**config.mk**
```make
export PLATFORM = sky130hd
export DESIGN_NAME = krake_resp_uart
export DESIGN_NICKNAME = d
export VERILOG_FILES = /design/src/rtl/krake_resp_uart_pkg.sv /design/src/rtl/krake_sync_fifo.sv /design/src/rtl/krake_resp_uart.sv
export SDC_FILE = /design/constraint.sdc
export NUM_CORES = 1
export LEC_CHECK = 0
export BUFFER_PORTS_ARGS = -buffer_cell sky130_fd_sc_hd__buf_2
export CORE_MARGIN = 4
export CORE_UTILIZATION = 60
export DETAILED_ROUTE_END_ITERATION = 6
export HOLD_SLACK_MARGIN = 0.02
export PLACE_DENSITY = 0.83
export SETUP_SLACK_MARGIN = 0.4
export SYNTH_ARGS = -nofsm -noshare
export SYNTH_HDL_FRONTEND = slang
export SYNTH_SLANG_ARGS = --single-unit
```
**constraint.sdc**
```tcl
create_clock -name clk_i -period 5.5 [get_ports clk_i]
set_input_delay 0.275 -clock clk_i [delete_from_list [all_inputs] [get_ports clk_i]]
set_output_delay 0.275 -clock clk_i [all_outputs]
set_load 0.005 [all_outputs]
```
**src/rtl/krake_resp_uart_pkg.sv**
```systemverilog
// ---------------------------------------------------------------------------
// krake_resp_uart_pkg
// Shared definitions for the read-response UART: FSM state encodings, the
// default baud divisor, frame bit counts and the shift-register load helper.
//
// Optional feature macro: KRAKE_RESP_PARITY_EN
//   defined   -> 8E1-style frame with an even-parity bit (11 bit times)
//   undefined -> plain 8N1 frame (10 bit times)
// ---------------------------------------------------------------------------
package krake_resp_uart_pkg;

    typedef enum logic [2:0] {
        URT_IDLE   = 3'd0,
        URT_START  = 3'd1,
        URT_DATA   = 3'd2,
        URT_STOP   = 3'd3,
        URT_PARITY = 3'd4
    } urt_state_e;

    localparam int unsigned URT_DIV_DEFAULT = 434;
    localparam int unsigned URT_DATA_BITS   = 8;

`ifdef KRAKE_RESP_PARITY_EN
    localparam int unsigned URT_FRAME_BITS = 11;
    localparam int unsigned URT_SHIFT_W    = 9;
`else
    localparam int unsigned URT_FRAME_BITS = 10;
    localparam int unsigned URT_SHIFT_W    = 8;
`endif

    // The parity bit rides above the data byte so that, after eight right
    // shifts, it lands in bit 0 and the PARITY state can drive shift[0].
    function automatic logic [URT_SHIFT_W-1:0] frame_load(input logic [7:0] data);
`ifdef KRAKE_RESP_PARITY_EN
        return {^data, data};
`else
        return data;
`endif
    endfunction

endpackage

```
**src/rtl/krake_sync_fifo.sv**
```systemverilog
// ---------------------------------------------------------------------------
// krake_sync_fifo
// Parameterised single-clock FIFO with show-ahead read data.
//
// Parameters: WIDTH (data width), LOG2 (log2 of depth)
// Ports:
//   clk_i    clock
//   rst_ni   asynchronous reset, active-low (pointers and count only)
//   push_i   write request; accepted when not full, or when full with pop_i
//   pop_i    read request; ignored when empty
//   wdata_i  write data
//   rdata_o  head-of-queue data, valid while empty_o=0
//   full_o   count == depth
//   empty_o  count == 0
//   count_o  occupancy, 0..depth
// ---------------------------------------------------------------------------
module krake_sync_fifo #(
    parameter int unsigned WIDTH = 8,
    parameter int unsigned LOG2  = 4
) (
    input  logic             clk_i,
    input  logic             rst_ni,
    input  logic             push_i,
    input  logic             pop_i,
    input  logic [WIDTH-1:0] wdata_i,
    output logic [WIDTH-1:0] rdata_o,
    output logic             full_o,
    output logic             empty_o,
    output logic [LOG2:0]    count_o
);

    localparam int unsigned DEPTH = 1 << LOG2;

    logic [WIDTH-1:0] mem_q [DEPTH];
    logic [LOG2-1:0]  wr_ptr_q, wr_ptr_d;
    logic [LOG2-1:0]  rd_ptr_q, rd_ptr_d;
    logic [LOG2:0]    count_q, count_d;
    logic             wr_en;
    logic             rd_en;

    assign full_o  = (count_q == (LOG2+1)'(DEPTH));
    assign empty_o = (count_q == '0);
    assign count_o = count_q;
    assign rdata_o = mem_q[rd_ptr_q];

    // A full FIFO still accepts a push when the head is leaving in the same
    // cycle; the write lands in the slot being vacated.
    assign wr_en = push_i & (~full_o | pop_i);
    assign rd_en = pop_i & ~empty_o;

    always_comb begin
        wr_ptr_d = wr_ptr_q;
        rd_ptr_d = rd_ptr_q;
        count_d  = count_q;
        if (wr_en) wr_ptr_d = wr_ptr_q + 1'b1;
        if (rd_en) rd_ptr_d = rd_ptr_q + 1'b1;
        case ({wr_en, rd_en})
            2'b10:   count_d = count_q + 1'b1;
            2'b01:   count_d = count_q - 1'b1;
            default: count_d = count_q;
        endcase
    end

    always_ff @(posedge clk_i or negedge rst_ni) begin
        if (!rst_ni) begin
            wr_ptr_q <= '0;
            rd_ptr_q <= '0;
            count_q  <= '0;
        end else begin
            wr_ptr_q <= wr_ptr_d;
            rd_ptr_q <= rd_ptr_d;
            count_q  <= count_d;
        end
    end

    // Storage is not reset; only entries covered by the pointers are read.
    always_ff @(posedge clk_i) begin
        if (wr_en) mem_q[wr_ptr_q] <= wdata_i;
    end

endmodule

```
**src/rtl/krake_resp_uart.sv**
```systemverilog
// ---------------------------------------------------------------------------
// krake_resp_uart
// Captures every completed Wishbone read byte (one per ACK rising edge on a
// read cycle) into a FIFO and serialises it LSB-first as a UART frame on the
// RX1 line.
//
// Parameters: CLK_DIV (clk_i cycles per bit, 4..65535), FIFO_LOG2 (log2 depth)
// Optional feature macro: KRAKE_RESP_PARITY_EN (adds an even-parity bit)
// Ports:
//   clk_i       system clock
//   rst_i       asynchronous reset, active-low
//   ack_i       Wishbone ACK from the slave mux
//   we_i        Wishbone WE; only ACKs with we_i=0 are captured
//   dat_i       Wishbone read data, valid while ack_i=1
//   tx_o        registered UART output, idle high
//   busy_o      registered: frame in flight or FIFO non-empty
//   overflow_o  sticky: a read byte was dropped on a full FIFO
// ---------------------------------------------------------------------------
module krake_resp_uart
    import krake_resp_uart_pkg::*;
#(
    parameter int unsigned CLK_DIV   = URT_DIV_DEFAULT,
    parameter int unsigned FIFO_LOG2 = 4
) (
    input  logic       clk_i,
    input  logic       rst_i,
    input  logic       ack_i,
    input  logic       we_i,
    input  logic [7:0] dat_i,
    output logic       tx_o,
    output logic       busy_o,
    output logic       overflow_o
);

    localparam logic [15:0] DIV_M1 = 16'(CLK_DIV - 1);

    urt_state_e             state_q, state_d;
    logic [15:0]            baud_q, baud_d;
    logic [2:0]             bit_idx_q, bit_idx_d;
    logic [URT_SHIFT_W-1:0] shift_q, shift_d;
    logic                   tx_q, tx_d;
    logic                   busy_q, busy_d;
    logic                   ovf_q, ovf_d;
    logic                   ack_q;

    logic                   push;
    logic                   push_acc;
    logic                   fifo_pop;
    logic [7:0]             fifo_rdata;
    logic                   fifo_full;
    logic                   fifo_empty;
    logic [FIFO_LOG2:0]     fifo_count;
    logic [FIFO_LOG2:0]     count_nxt;
    logic                   baud_zero;

    // Rising-edge detect so a multi-cycle ACK yields a single capture.
    assign push     = ack_i & ~ack_q & ~we_i;
    assign push_acc = push & (~fifo_full | fifo_pop);

    krake_sync_fifo #(
        .WIDTH (8),
        .LOG2  (FIFO_LOG2)
    ) u_fifo (
        .clk_i   (clk_i),
        .rst_ni  (rst_i),
        .push_i  (push),
        .pop_i   (fifo_pop),
        .wdata_i (dat_i),
        .rdata_o (fifo_rdata),
        .full_o  (fifo_full),
        .empty_o (fifo_empty),
        .count_o (fifo_count)
    );

    assign baud_zero = (baud_q == '0);

    always_comb begin
        state_d   = state_q;
        baud_d    = baud_q;
        bit_idx_d = bit_idx_q;
        shift_d   = shift_q;
        fifo_pop  = 1'b0;

        case (state_q)
            URT_IDLE: begin
                if (!fifo_empty) begin
                    fifo_pop  = 1'b1;
                    shift_d   = frame_load(fifo_rdata);
                    bit_idx_d = '0;
                    baud_d    = DIV_M1;
                    state_d   = URT_START;
                end
            end
            URT_START: begin
                if (baud_zero) begin
                    baud_d  = DIV_M1;
                    state_d = URT_DATA;
                end else begin
                    baud_d = baud_q - 16'd1;
                end
            end
            URT_DATA: begin
                if (baud_zero) begin
                    baud_d  = DIV_M1;
                    shift_d = shift_q >> 1;
                    if (bit_idx_q == 3'd7) begin
`ifdef KRAKE_RESP_PARITY_EN
                        state_d = URT_PARITY;
`else
                        state_d = URT_STOP;
`endif
                    end else begin
                        bit_idx_d = bit_idx_q + 3'd1;
                    end
                end else begin
                    baud_d = baud_q - 16'd1;
                end
            end
`ifdef KRAKE_RESP_PARITY_EN
            URT_PARITY: begin
                if (baud_zero) begin
                    baud_d  = DIV_M1;
                    state_d = URT_STOP;
                end else begin
                    baud_d = baud_q - 16'd1;
                end
            end
`endif
            URT_STOP: begin
                if (baud_zero) begin
                    // Chain straight into the next start bit when data waits.
                    if (!fifo_empty) begin
                        fifo_pop  = 1'b1;
                        shift_d   = frame_load(fifo_rdata);
                        bit_idx_d = '0;
                        baud_d    = DIV_M1;
                        state_d   = URT_START;
                    end else begin
                        state_d = URT_IDLE;
                    end
                end else begin
                    baud_d = baud_q - 16'd1;
                end
            end
            default: begin
                state_d = URT_IDLE;
                baud_d  = '0;
            end
        endcase

        // Outputs are derived from next-state values so the registered pins
        // change on the same edge as the state.
        case (state_d)
            URT_START:  tx_d = 1'b0;
            URT_DATA:   tx_d = shift_d[0];
            URT_PARITY: tx_d = shift_d[0];
            default:    tx_d = 1'b1;
        endcase

        count_nxt = fifo_count + (FIFO_LOG2+1)'(push_acc) - (FIFO_LOG2+1)'(fifo_pop);
        busy_d    = (state_d != URT_IDLE) | (count_nxt != '0);
        ovf_d     = ovf_q | (push & fifo_full & ~fifo_pop);
    end

    always_ff @(posedge clk_i or negedge rst_i) begin
        if (!rst_i) begin
            state_q   <= URT_IDLE;
            baud_q    <= '0;
            bit_idx_q <= '0;
            tx_q      <= 1'b1;
            busy_q    <= 1'b0;
            ovf_q     <= 1'b0;
            ack_q     <= 1'b0;
        end else begin
            state_q   <= state_d;
            baud_q    <= baud_d;
            bit_idx_q <= bit_idx_d;
            tx_q      <= tx_d;
            busy_q    <= busy_d;
            ovf_q     <= ovf_d;
            ack_q     <= ack_i;
        end
    end

    // Shift register holds data only; its content is irrelevant in IDLE.
    always_ff @(posedge clk_i) begin
        shift_q <= shift_d;
    end

    assign tx_o       = tx_q;
    assign busy_o     = busy_q;
    assign overflow_o = ovf_q;

endmodule

```
* After elaboration in Yosys (flattened, before gate mapping) *
Memories as Yosys holds them, arrays and structs flattened.
Cells that the tools add are included.

cells by class
  add/subtract/negate cells = 8
  equal/unequal tests = 13
  multiplexer cells = 27
  bitwise gates (word level) = 14
  reduce and logical (&&, ||, !) cells = 11

operators with widths
  cell                   count
  $mux 16                3
  $pmux 16 s3            1
  $mux 3                 9
  $mux 8                 3
  $pmux 8 s3             1
  $logic_not 16->1       1
  $sub 16x1->16 const B  1
  $pmux 3 s4             1
  $pmux 5 s2             1
  $eq 3x2->1 const B     3
  $pmux 3 s3             1
  $add 4x1->4 const B    2
  $and 1x1->1            6
  $eq 3x1->1 const B     2
  $eq 3x3->1 const B     2
  $ne 2x2->1 const B     3
  $reduce_bool 3->1      2
  $add 5x1->5            1
  $add 5x1->5 const B    1
  $eq 5x5->1 const B     1
  $logic_not 5->1        1
  $mux 1                 5
  $not 1->1              5
  $reduce_bool 5->1      1
  12 further kinds       16

word-level totals
  flip-flop bits (word level) = 47
  RAM bits = 128
  input bits = 12
  output and inout bits = 3
  word-level logic and storage cells = 86
  memories = 1

memories
  name          depth  bits a word  read ports  clocked after memory_dff  write ports  line                   RTL
  u_fifo.mem_q  16     8            1           0                         1            krake_sync_fifo.sv:34  logic [WIDTH-1:0] mem_q [DEPTH];

* Logic depth before layout (Yosys ltp) *
Gate-level depths: netlist of the first run.

  depth after elaboration = 10
  mapped depth = 18

* Cells and area by module *
Synthesis of the first run repeated with hierarchy kept, for this count alone.

unflattened totals
  cells, all modules = 551
  area total of the unflattened synthesis = 7961.4 um^2

by module, submodules not included
  module           instances  cells each  area an instance (um^2)  sequential area each (um^2)
  krake_sync_fifo  1          327         5811.8                   4169.0
  krake_resp_uart  1          224         2149.6                   882.1

* Worst setup path after synthesis of the first run *
OpenSTA, ideal clock, no wires.

  path type = reg-to-reg
  start point = register u_fifo.count_q[3], in the netlist u_fifo.count_o[3]
  end point = register busy_q, in the netlist busy_o
  setup time = 0.139 ns
  arrival time = 3.753 ns
  required time = 5.361 ns
  slack = 1.608 ns
  cell stages (with the launch flop) = 18
  path buffers = 0
  clock period less this slack = 3.892 ns
  cells stage by stage = dfrtp_1 > inv_1 > ha_1 > or4b_4 > nand2_1 > nor2_1 > a31oi_4 > inv_1 > ha_1 > inv_1 > ha_1 > fa_1 > a21oi_1 > nor2_1 > nor2_1 > xnor2_1 > or4_1 > or4_1

between the ends
  cells in the longest elaborated chain, start to end = 10
  elaborated cells between the ends (all ways) = 17
  classes of those cells = 2 x add/sub; 1 x eq/ne; 7 x mux; 4 x bitwise; 3 x reduce/logical

RTL lines
  item                      line                                           RTL
  start: declaration        krake_sync_fifo.sv:37                          logic [LOG2:0] count_q, count_d;
  start signal: assignment  krake_sync_fifo.sv:72                          count_q <= count_d;
  $logic_not 5->1           krake_sync_fifo.sv:42                          assign empty_o = (count_q == '0);
  $mux 1                    krake_resp_uart.sv:86, krake_resp_uart.sv:132
  $mux 1                    krake_resp_uart.sv:130                         if (baud_zero) begin
  $pmux 1 s2                krake_resp_uart.sv:84                          case (state_q)
  $or 1x1->1                krake_resp_uart.sv:58                          assign push_acc = push & (~fifo_full | fifo_pop);
  $and 1x1->1               krake_resp_uart.sv:58
  $add 5x1->5               krake_resp_uart.sv:160                         count_nxt = fifo_count + (FIFO_LOG2+1)'(push_acc) - (FIFO_LOG2+1)'(fifo_pop);
  $sub 5x1->5               krake_resp_uart.sv:160
  $reduce_bool 5->1         krake_resp_uart.sv:161                         busy_d = (state_d != URT_IDLE) | (count_nxt != '0);
  $or 1x1->1 (*)            krake_resp_uart.sv:161
  named net busy_d          krake_resp_uart.sv:42                          logic busy_q, busy_d;
  end signal: assignment    krake_resp_uart.sv:179                         busy_q <= busy_d;
  end: declaration          krake_resp_uart.sv:42

The timed path passes the listed nets; every way through them passes the cells marked *.
A chain may end at the register's enable or synchronous reset.

* Final worst setup path of the first run *
Same ends and word-level chain as after synthesis.

==> impl_metrics.toml, run 1 <==
[routing]
drc = 0
wl_per_cell_um = 21.94
vias = 4567
wl_met3_um = 894
top_layer = "met4"
drt-initial-drc-count = 663
dr.pass1.iters = 5
routedLengthMet1_mm = 6.464
avgViaCountPerCell = 6.370
drtAntennaViolNets = 0
wl_met2_mm = 8.119
wl_mm = 15.73

[worst_setup_path]
worstPathRequired_ns = 5.80
path_buf_inv = 3
crit_type = "reg -> reg"
rrSetupSlack_ns = 1.18
worstSetupStartpointType = "flop"
cp_max_fo = 10
r2r_cells = 17
r2r-end = "busy_o"
crit_slowest_cell = "or4b_4"
crit_chain = "inv_1 -> ha_1 -> or4b_4 -> nand2_1 -> nor2_1 -> a31oi_4 -> inv_1 -> ha_1 -> inv_1 -> ha_1 -> fa_1 -> a21oi_1 -> nor2_1 -> nor2_1 -> xnor2_1 -> or4_1 -> or4_1"
cp-end-kind = "flop"
max_stage_delay_ns = 0.53
rr_startpoint = "u_fifo.count_o[3]"
path_delay_family = "simple AND/OR/NAND/NOR gates"
crit_arrival_ns = 4.62

[worst_hold_path]
min_delay_worst_endpoint = "overflow_o"
holdCritPathClass = "in -> reg"
hp-start = "we_i"
worstHoldPathCells = 4

[synthesis]
synth_top_family_by_area = "multiplexers"
ys_top_cells_by_area = "edfxtp_1 (52%), dfrtp_1 (12%), mux4_2 (9.5%)"
ys.flop_type = "edfxtp_1"
syn_nets = 551
synth_top_cell_by_area = "edfxtp_1"
synth_seq_cells = 175
syn_avg_cell_area_um2 = 15.05
yosys.area.top_type_share_pct = 52.00
synth-simple-area-share_pct = 9.068
synth_xor_area_share_pct = 1.910
synth_cell_types = 60
muxShareOfSynthArea_pct = 10.43
syn-instance-count = 518
yosysWarnings = 0
synth_edf_count = 135
synthArstFlopShare_pct = 22.29
synth_compound_area_share_pct = 7.463
netlist_area_mm2 = 0.007796
yosys.area_share.adder_pct = 3.691
seq_area_frac_synth_pct = 64.79

[pwr]
p_comb_share_pct = 29.1
switching_share_pct = 33.10
clock_power_share_pct = 28.7
p_seq_share_pct = 42.2
irDropWorstVdd_uv = 431.9
total_power_w = 0.004262
p_switching_w = 0.001411
p_leak_nw = 3.139
p_int_w = 0.002851
power.density_mw_per_mm2 = 494.6

[global_route]
grt_first_pass_wirelength_mm = 25.36
grt_overflow = 0
grt_use_total_pct = 23.07
grt_pass1_vias = 4532
antenna_found_initial = 0
grt_max_degree = 40

[timing]
setup_viol = 0
hold_viol_final = 0
rsz0062_at_grt = "false"
post-route-period-util_pct = 78.58
maxSlewViolCount = 0
timing.fmax_mhz = 231.4
fin_crit_ns = 4.322
final.setup_skew_ns = 0.008826
worst_pin_slew_ns = 1.034
setup_tns_ns = 0
slew_headroom_pct = 30.52

[clock_tree]
clk_path_buf_depth = 2
tritoncts = "done"
cts-root-buf = "clkbuf_16"
ctsHtreeMaxLevel = 4
postCtsSetupBuffers = 0
cts.sinks = 175
path_clk_slew_ns = 0.07
clk_latency_ns = 0.43
numCtsBuffers = 17
cts_resized = 0

[run_status]
status = "finished, final reports clean"

[place]
gp_routability_congestion = 0.8988
port_buffers = 14
dpl-instance-area_mm2 = 0.007996
dpl.hpwl_mm = 10.27

[cells_and_area]
final_util_pct = 68.01
finalNetCount = 565
areaGrowthSynthToFinish_pct = 10.53
drive_gt1_share_pct = 17.61
n_antenna_cell = 0
postLayoutCellArea_mm2 = 0.008617

[floorplanning]
rows = 41
die-area_mm2 = 0.01488
die_y_um = 122.0
ios = 15
die_w_um = 122.0
core-area_mm2 = 0.01267
initial_core_util_pct = 61.53

[run]
cap_violations = 0
==> per-stage QoR <==
stage | setup slack, ns | hold slack, ns | instances
floorplan | 1.608 | -0.02059 | 518
global placement | 1.397 | 0.3937 | 683
detailed placement | 1.241 | 0.4025 | 683
CTS | 1.194 | 0.1818 | 717
global route | 0.9629 | 0.1891 | 717
finish | 1.178 | 0.1892 | 717
==> cells in the final DEF (no fill, tap or decap), types with 8 or more instances in the layout <==
master,n
a211oi_1,15
a21o_1,8
a21oi_1,15
and3_1,15
buf_2,14
clkbuf_16,17
dfrtp_1,37
edfxtp_1,135
ha_1,19
inv_1,21
mux4_2,33
nand2_1,27
nor2_1,30
nor2b_1,9
nor3_1,10
o21ai_0,24
xnor2_1,12
==> registers in the layout, summed over array words and instances (netlist names), 3 cells and up <==
| register | flops |
|---|---|
| state_q | 3 |
| u_fifo.wr_ptr_q | 4 |
| u_fifo.count_o | 5 |
| u_fifo.rd_ptr_q | 4 |
| baud_q | 16 |
| shift_q | 8 |
| bit_idx_q | 3 |
| u_fifo.mem_q | 128 |
==> cell usage after synthesis (3+ instances only) <==
master,number
a211oi_1,15
a21o_1,8
a21oi_1,15
a221o_1,6
a31oi_1,3
and3_1,15
buf_2,9
clkbuf_1,12
dfrtp_1,38
edfxtp_1,135
ha_1,19
inv_1,21
mux2i_1,7
mux4_2,33
nand2_1,27
nand3_1,6
nand4_1,5
nor2_1,30
nor2b_1,9
nor3_1,10
nor3b_1,4
nor4_1,4
o21ai_0,24
or4_1,3
xnor2_1,12
xor2_1,5
==> metal layers <==
layer	GRT usage, %	vias to the layer above
met5	0	-
met4	6.933	0
met3	5.060	24
met2	37.29	172
met1	31.95	2347
li1	-	2024
==> worst max-delay path by stage <==
stage	endpoint	depth (start not counted)	start
final	busy_o	17	u_fifo.count_o[3]
after global routing	busy_o	17	u_fifo.count_o[2]
after CTS	busy_o	17	u_fifo.count_o[3]
after detailed placement	busy_o	17	u_fifo.count_o[3]
after global placement	busy_o	17	u_fifo.count_o[3]
after floorplan	busy_o	17	u_fifo.count_o[3]
==> kinds of logic (layout without fill, tap and decap cells) <==
family                   Yosys count  count (layout)
buffers and inverters             47              74
AO/OA/AOI/OAI                     87              87
other                              1               1
adder cells (fa/ha/maj)           22              22
XOR/XNOR                          17              17
flip-flops                       175             175
AND/OR/NAND/NOR                  129             129
multiplexers                      40              40
==> worst register-to-register path, stage by stage, from the launching register on <==
cell and delay [ns]:
dfrtp_1 0.42, inv_1 0.10, ha_1 0.22, or4b_4 0.53
nand2_1 0.17, nor2_1 0.10, a31oi_4 0.38, inv_1 0.08
ha_1 0.28, inv_1 0.04, ha_1 0.21, fa_1 0.41
a21oi_1 0.16, nor2_1 0.06, nor2_1 0.11, xnor2_1 0.08
or4_1 0.38, or4_1 0.46
==> what timing repair did <==
item                                    in CTS  in global routing
endpoints found under the setup margin       0                  0
hold endpoints to repair                    35                  0
hold buffers                                 2                  0
==> power by group through the flow <==
stage | registers, W | clock network, W | logic [W]
2_1_floorplan | 0.00168 | 0 | 0.00105
3_3_place_gp | 0.00181 | 0 | 0.00116
3_5_place_dp | 0.00183 | 0 | 0.00123
4_1_cts | 0.00180 | 0.00123 | 0.00124
5_1_grt | 0.00183 | 0.00130 | 0.00136
6_report | 0.00180 | 0.00122 | 0.00124
==> area by class of cell <==
cell class / instances / area [um^2]
sequential: 175 / 5052
fill: 816 / 4054
multi-input combinational: 296 / 2542
clock buffer: 18 / 429.2
tap: 172 / 215.2
clock inverter: 14 / 171.4
timing repair buffer: 21 / 127.6
inverter: 21 / 78.83
Power figures use the tool's default switching activity.
==> inputs of run 2 (changes only) <==
--- a/config.mk
+++ b/config.mk
@@ -7,10 +7,10 @@
 export LEC_CHECK = 0
 export BUFFER_PORTS_ARGS = -buffer_cell sky130_fd_sc_hd__buf_2
 export CORE_MARGIN = 4
-export CORE_UTILIZATION = 60
+export CORE_UTILIZATION = 56
 export DETAILED_ROUTE_END_ITERATION = 6
 export HOLD_SLACK_MARGIN = 0.02
-export PLACE_DENSITY = 0.83
+export PLACE_DENSITY = 0.81
 export SETUP_SLACK_MARGIN = 0.4
 export SYNTH_ARGS = -nofsm -noshare
 export SYNTH_HDL_FRONTEND = slang
==> constraint.sdc (replaced) <==
create_clock -name clk_i -period 3.76 [get_ports clk_i]
set_input_delay 0.188 -clock clk_i [delete_from_list [all_inputs] [get_ports clk_i]]
set_output_delay 0.188 -clock clk_i [all_outputs]
set_load 0.005 [all_outputs]
==> run 2 against run 1 <==
  * Clock skew increased by 0.0022 ns
  * Critical path type unchanged
  * Highest routed layer unchanged
  * First-iteration DRC count fell by 34%
  * Worst hold slack worse by 0.074 ns
  * Wire length shrank 1.6%
  * Sequential share of layout area shrank 1.6 points
  * Largest cell class unchanged
  * Setup slack worse by 1.0 ns
  * Largest power group unchanged
  * Critical path depth fell by 1
  * Via count grew 1.4%
==> impl_metrics.toml, run 2 (synthesis gave the netlist of run 1 again) <==
[run_status]
status = "finished, final reports clean"

[cells_and_area]
areaGrowthSynthToFinish_pct = 13.56
drive_gt1_share_pct = 23.42
instances_no_fill = 744
finalNetCount = 588
mostFrequentLayoutCell = "edfxtp_1"
regMostFlops = "u_fifo.mem_q"
final_cell_mix = "edfxtp_1 (135), dfrtp_1 (37), mux4_2 (33)"
largest_register_ff_count = 128
final_util_pct = 65.81
n_antenna_cell = 0
top_regs = "u_fifo.mem_q x128, baud_q x16, shift_q x8"

[routing]
avgViaCountPerCell = 6.227
routedLengthMet1_mm = 6.072
wl_met2_mm = 7.830
wl_met3_mm = 1.258
vias = 4633
top_layer = "met4"
dr.pass1.iters = 5
wl_per_cell_um = 20.81
drtAntennaViolNets = 0
drc = 0
drt-initial-drc-count = 436
wl_mm = 15.49

[worst_setup_path]
crit_arrival_ns = 3.92
crit_path_start = "u_fifo.count_o[3]"
rrSetupSlack_ns = 0.14
worstPathRequired_ns = 4.06
cp_max_fo = 4
crit_chain = "inv_2 -> ha_4 -> or4b_4 -> and2_4 -> a31oi_4 -> inv_1 -> ha_1 -> inv_2 -> ha_4 -> fa_2 -> a21oi_2 -> nor2_1 -> nor2_1 -> xnor2_1 -> or4_1 -> or4_1"
r2r-end = "busy_o"
r2r_cells = 16
crit_slowest_cell = "or4b_4"
rr_startpoint = "u_fifo.count_o[3]"
path_buf_inv = 3
path_delay_family = "simple AND/OR/NAND/NOR gates"
cp-end-kind = "flop"
worstSetupStartpointType = "flop"
crit_type = "reg -> reg"
max_stage_delay_ns = 0.50

[place]
gp_routability_congestion = 0.8917
dpl.cell_count = 697
post-place-ws_ns = 0.02532
port_buffers = 14
dpl.hpwl_mm = 10.02

[timing]
slew_headroom_pct = 22.97
post-route-period-util_pct = 96.29
hold_viol_final = 0
maxSlewViolCount = 0
timing.fmax_mhz = 276.2
fin_crit_ns = 3.621
final.setup_skew_ns = 0.01106
worst_pin_slew_ns = 1.155
setup_viol = 0
setup_ws_ns = 0.1395
rsz0062_at_grt = "true"

[clock_tree]
cts-root-buf = "clkbuf_16"
ctsHtreeMaxLevel = 4
numCtsBuffers = 17
tritoncts = "done"
cts.sinks = 175
clk_path_buf_depth = 2
path_clk_slew_ns = 0.06
clk_latency_ns = 0.43

[global_route]
grt_pass1_vias = 4713
grt_use_total_pct = 20.97
grt_overflow = 0
antenna_found_initial = 0
grt_first_pass_wirelength_mm = 25.41
grt_max_degree = 40

[floorplanning]
rows = 42
die_w_um = 126.0
ios = 15
die_y_um = 126.0
initial_core_util_pct = 57.95
core-area_mm2 = 0.01345
die-area_mm2 = 0.01587

[worst_hold_path]
min_delay_worst_endpoint = "overflow_o"
holdCritPathClass = "in -> reg"
hp-start = "we_i"
worstHoldPathCells = 4

[pwr]
p_leak_nw = 3.236
total_power_w = 0.006353
power.density_mw_per_mm2 = 717.6
irDropWorstVdd_uv = 415.5

[run]
cap_violations = 0
==> run 2: cell types whose count changed in the layout (fill, tap and decap cells not counted), moves of 3 or more <==
| cell | previous run | this run |
|---|---|---|
| buf_4 | 5 | 26 |
| clkbuf_1 | 1 | 4 |
| ha_1 | 19 | 16 |
| ha_4 | 0 | 3 |
| inv_1 | 21 | 16 |
| inv_2 | 0 | 4 |
| inv_8 | 4 | 1 |
==> run 2: what timing repair did <==
| action | CTS | global route |
|---|---|---|
| resized for setup | 7 | 15 |
| pin swaps | 4 | 4 |
| setup buffers | 7 | 6 |
| endpoints found under the hold margin | 39 | 0 |
| setup endpoints to repair | 2 | 3 |
| cloned | 0 | 0 |
| hold buffers | 2 | 0 |
==> run 2: per-stage QoR <==
stage               instance area, um^2  TNS [ns]  hold WS [ns]
finish                             8853         0        0.1149
detailed placement                 8095         0        0.3130
floorplan                          7815         0       -0.1076
CTS                                8736         0        0.1010
global placement                   8095         0        0.3103
global route                       8853  -0.04454        0.1184
==> run 2: worst max path at each step <==
stage / end / cells after the start
after CTS: busy_o / 17
after detailed placement: busy_o / 16
after global placement: busy_o / 16
final: busy_o / 16
after floorplan: busy_o / 16
after global routing: busy_o / 16
==> run 2: cell type report <==
cell class,count,area (um^2)
multi-input cells,296,2635
clock buffers,23,479.2
clock inverters,9,72.57
repair buffers,44,311.5
inverters,21,82.58
flip-flops and latches,175,5052
fillers,905,4599
well taps,176,220.2
==> run 2: power breakdown <==
group          internal [W]  leakage (nW)  switching [W]
registers           0.00229          1.72       0.000314
logic               0.00106          1.24        0.00103
clock network      0.000915         0.274       0.000739
==> run 2: tightest hold or removal path, stage by stage <==
cell and delay, ns:
buf_2 0.08, nor3b_1 0.07, nand4_1 0.10, o21bai_1 0.06
==> run 2: per-layer routing <==
metal	vias to the layer above	track usage, %
li1	2081	-
met1	2336	27.15
met2	190	33.49
met3	26	6.562
met4	0	8.202
met5	-	0
